## config.mk

```make
export PLATFORM = sky130hd
export DESIGN_NAME = rf_write_responder
export DESIGN_NICKNAME = d
export VERILOG_FILES = /design/src/rtl/rf_write_responder.sv
export SDC_FILE = /design/constraint.sdc
export NUM_CORES = 1
export LEC_CHECK = 0
export ABC_CLOCK_PERIOD_IN_PS = 5230
export CAP_MARGIN = 20
export CORE_ASPECT_RATIO = 1.25
export CORE_MARGIN = 2
export CORE_UTILIZATION = 32
export DETAILED_ROUTE_END_ITERATION = 12
export PLACE_DENSITY = 0.58
export SLEW_MARGIN = 20
export SYNTH_ARGS = -nofsm -noshare
export SYNTH_HDL_FRONTEND = slang
export SYNTH_SLANG_ARGS = --single-unit
```

## constraint.sdc

```tcl
create_clock -name clk -period 5.23 [get_ports clk]
set_input_delay 0.523 -clock clk [delete_from_list [all_inputs] [get_ports clk]]
set_output_delay 0.523 -clock clk [all_outputs]
set_load 0.01 [all_outputs]
```

## src/rtl/rf_write_responder.sv

```systemverilog
// Responder end of the 4-phase req/ack register-file write handshake, with two combinational read ports.
// Optional build macro RF_R0_ZERO_EN hardwires register 0 to zero.
module rf_write_responder #(
  parameter int DATA_W      = 16,
  parameter int ADDR_W      = 4,
  parameter int SYNC_STAGES = 2
) (
  input  logic              clk,
  input  logic              reset,
  input  logic              req,
  output logic              ack,
  input  logic              we,
  input  logic [ADDR_W-1:0] addr_w,
  input  logic [DATA_W-1:0] data_in,
  input  logic [ADDR_W-1:0] addr_r1,
  input  logic [ADDR_W-1:0] addr_r2,
  output logic [DATA_W-1:0] data_out1,
  output logic [DATA_W-1:0] data_out2,
  output logic              busy,
  output logic [15:0]       wr_count
);
  localparam int DEPTH = 2**ADDR_W;

  typedef enum logic {IDLE = 1'b0, ACK = 1'b1} state_t;

  state_t                   state_q, state_d;
  logic                     ack_q, ack_d;
  logic [SYNC_STAGES-1:0]   sync_q;
  logic [15:0]              wr_count_q, wr_count_d;
  logic [DATA_W-1:0]        mem_q [DEPTH];
  logic                     req_s;
  logic                     wr_en;
  logic                     wr_ok;

  // Only the last synchroniser flop is safe to look at.
  assign req_s = sync_q[SYNC_STAGES-1];

`ifdef RF_R0_ZERO_EN
  assign wr_ok = we & (addr_w != '0);
`else
  assign wr_ok = we;
`endif

  always_ff @(posedge clk or negedge reset) begin
    if (!reset) sync_q <= '0;
    else        sync_q <= {sync_q[SYNC_STAGES-2:0], req};
  end

  always_comb begin
    state_d    = state_q;
    ack_d      = ack_q;
    wr_en      = 1'b0;
    case (state_q)
      IDLE: if (req_s) begin
        state_d = ACK;
        ack_d   = 1'b1;
        wr_en   = wr_ok;
      end
      ACK: if (!req_s) begin
        state_d = IDLE;
        ack_d   = 1'b0;
      end
      default: begin
        state_d = IDLE;
        ack_d   = 1'b0;
      end
    endcase
    wr_count_d = wr_en ? wr_count_q + 16'd1 : wr_count_q;
  end

  always_ff @(posedge clk or negedge reset) begin
    if (!reset) begin
      state_q    <= IDLE;
      ack_q      <= 1'b0;
      wr_count_q <= '0;
    end else begin
      state_q    <= state_d;
      ack_q      <= ack_d;
      wr_count_q <= wr_count_d;
    end
  end

  // Bundled data is stable across the whole req-to-ack window, so it is sampled directly.
  always_ff @(posedge clk or negedge reset) begin
    if (!reset) begin
      for (int i = 0; i < DEPTH; i++) mem_q[i] <= '0;
    end else if (wr_en) begin
      mem_q[addr_w] <= data_in;
    end
  end

`ifdef RF_R0_ZERO_EN
  assign data_out1 = (addr_r1 == '0) ? '0 : mem_q[addr_r1];
  assign data_out2 = (addr_r2 == '0) ? '0 : mem_q[addr_r2];
`else
  assign data_out1 = mem_q[addr_r1];
  assign data_out2 = mem_q[addr_r2];
`endif

  assign ack      = ack_q;
  assign busy     = (state_q != IDLE);
  assign wr_count = wr_count_q;
endmodule

```

==> results.py <==
metrics = {
    "clock_network": {
        "cts_made_buffers": 34,
        "post_cts_resize_count": 0,
        "cts_tree": "built",
        "cts_hold_buf": 0,
        "cts_setup_buffers": 0,
        "cts_max_path_buffers": 3,
        "ctsHtreeMaxLevel": 2,
        "cts.clk_slew.worst_paths_ps": 50,
        "cts_root_buf": "clkbuf_16",
        "cts_sinks": 276,
        "insertion_delay_ps": 530,
    },
    "die": {
        "die_area_um2": 46100,
        "die_h_um": 240,
        "fp.dieW_um": 192,
        "coreArea_um2": 43900,
        "row_count": 86,
        "initial_core_util_pct": 32.3,
        "boundaryPins": 82,
    },
    "sta": {
        "holdWs_ps": 80.8,
        "fin_setup_tns_ps": 0,
        "fmax_mhz": 287,
        "drv_slew": 0,
        "rsz0062_at_grt": "no",
        "finClkSkew_ps": 20.4,
        "min_period_over_period_pct": 66.7,
        "worstMarginPinSlew_ps": 1210,
        "fin_crit_ps": 3490,
        "max_slew_margin_pct": 19.5,
        "finalHoldViolCount": 0,
        "finalSetupViolCount": 0,
        "setup_slack_ps": 1740,
    },
    "placement": {
        "dpl.hpwl_um": 22900,
        "numPortBuffers": 81,
        "place.gp.congestion": 0.711,
        "post-place-ws_ps": 1790,
    },
    "layout": {
        "fin_nets": 1007,
        "multi_input_area_um2": 6930,
        "regArea_um2": 6910,
        "utilization_pct": 37.9,
        "syn_to_final_growth_pct": 17.2,
        "drive_gt1_share_pct": 48.4,
        "fillers": 4204,
    },
    "pwr": {
        "power_mw": 5.89,
        "p_leak_nw": 7.26,
        "powerDensity_nw_per_um2": 354,
        "max-vdd-ir-drop_v": 0.000202,
    },
    "global_route": {
        "grt_pass1_wl_um": 60100,
        "grt_pass1_vias": 9365,
        "grt_usage_pct": 17.8,
        "overflow": 0,
        "grt.met2_usage_pct": 29.2,
        "top_usage_layer": "met2",
        "grt_util_met3_pct": 3.00,
        "grt_max_degree": 112,
        "globalRouteMet1Util_pct": 24.0,
        "antenna_found_initial": 2,
    },
    "yosys": {
        "synth_warnings": 0,
        "synth-compound-area-share_pct": 3.42,
        "synth.area.mux_share_pct": 40.6,
        "ys_seq_area_share_pct": 48.6,
        "yosys.area_share.adder_pct": 0.0881,
        "ys_types": 34,
        "synth_area_per_cell_um2": 15.5,
        "syn_nets": 948,
        "synthTopCellsByArea": "dfrtp_1 (49%), mux2_2 (20%), mux4_2 (20%), a22oi_1 (3.4%), nand2_1 (1.2%)",
        "syn_area_um2": 14200,
        "synth_seq_cells": 276,
        "netlist.area_leader.share_pct": 48.6,
        "synth_top_family_by_area": "multiplexers",
        "synth_ff_type": "dfrtp_1",
        "synth-edff-count": 0,
        "synth_simple_gate_area_share_pct": 3.68,
        "synth_area_leader_cell": "dfrtp_1",
        "async_flop_share_pct": 100,
        "synth-xor-area-share_pct": 0.925,
        "syn_inst": 915,
    },
    "drt": {
        "routed_wl_um": 39600,
        "drc_errors": 0,
        "first_pass_iters": 4,
        "viasPerCell": 5.54,
        "drtIter0Drc": 428,
        "wl_per_cell_um": 25.2,
        "vias": 8683,
        "antenna_left": 0,
    },
    "critical_path": {
        "required_ps": 4710,
        "critPathKind": "primary input to primary output",
        "worst_ep_arrival_time_ps": 2960,
        "path_max_fanout": 16,
        "end_kind": "primary output",
        "startpoint_type": "primary input",
    },
    "min_path": {
        "hp-class": "primary input to async pin",
    },
    "run_status": {
        "status": "finished clean",
    },
    "flow_run": {
        "drv_cap": 0,
    },
}
==> critical path: stages <==
cell             delay, ps
clkdlybuf4s50_1        540
and2_1                 960
a22oi_1                160
nand2_1                210
clkdlybuf4s50_1        560
==> synthesized netlist by cell type, types with 2 or more instances <==
| library cell | n |
|---|---|
| a22oi_1 | 64 |
| and2_1 | 2 |
| and3_1 | 5 |
| buf_1 | 3 |
| buf_2 | 26 |
| buf_4 | 8 |
| clkbuf_1 | 41 |
| dfrtp_1 | 276 |
| inv_1 | 2 |
| mux2_2 | 256 |
| mux4_2 | 128 |
| nand2_1 | 44 |
| nand2_2 | 3 |
| nand2b_1 | 2 |
| nand3_1 | 7 |
| nand4_1 | 3 |
| nor2_1 | 5 |
| nor2_2 | 3 |
| nor2_4 | 3 |
| nor2b_1 | 6 |
| nor3_4 | 2 |
| xnor2_1 | 12 |
| xor2_1 | 3 |
==> metal layers <==
| layer | vias to the layer above | share of wire [%] |
|---|---|---|
| li1 | 3658 | - |
| met1 | 4723 | 43 |
| met2 | 245 | 50 |
| met3 | 57 | 4.9 |
| met4 | 0 | 2.4 |
| met5 | - | 0 |
==> registers in the layout (all words and copies together) (netlist names) <==
register,flops
ack,1
wr_count,16
sync_q,2
busy,1
mem_q,256
==> layout make-up <==
type | count | share of cell area [%]
multi-input combinational | 558 | 41.7
clock inverter | 7 | 0.474
timing repair buffer | 102 | 6.01
antenna | 1 | 0.0150
inverter | 2 | 0.0451
clock buffer | 49 | 5.99
tap | 572 | 4.30
sequential | 276 | 41.5
==> through the flow <==
stage,instances,instance area (µm²)
final,1567,16600
after global routing,1567,16600
after CTS,1566,16600
after detailed placement,1510,15600
after global placement,1510,15600
after floorplan,915,14200
==> cell families after synthesis <==
| group | after synthesis |
|---|---|
| buffers and inverters | 81 |
| XOR/XNOR | 15 |
| multiplexers | 384 |
| AND/OR/NAND/NOR | 93 |
| adder cells (fa/ha/maj) | 1 |
| AO/OA/AOI/OAI | 65 |
| flip-flops | 276 |
==> placed cells by master, fill, tap and decap left out, types with 5 or more instances in the layout <==
master and instances:
nand2_1 44, clkbuf_8 9, nand3_1 7, dfrtp_1 276
mux4_2 128, buf_4 22, and3_1 5, clkdlybuf4s50_1 76
clkbuf_1 6, xnor2_1 12, clkbuf_16 34, nor2_2 5
a22oi_1 64, mux2_2 256
==> final timing paths <==
check	start	endpoint	slack (ps)	cells past startpoint
setup / recovery	addr_r1[3]	data_out1[13]	1740	5
hold / removal	reset	wr_count[8]	80	1
setup reg to reg	busy	mem_q[121]	2820	4
max in group asynchronous	reset	mem_q[181]	3810	2
min in group clk	sync_q[0]	sync_q[1]	350	0
hold reg to reg	sync_q[0]	sync_q[1]	350	0
==> report_power, final <==
| part | internal [mW] | switching, mW | total, mW |
|---|---|---|---|
| registers | 2.41 | 0.201 | 2.62 |
| clock network | 1.37 | 0.905 | 2.28 |
| logic | 0.602 | 0.400 | 1.00 |
No activity file was read; power rests on OpenSTA's default activity.
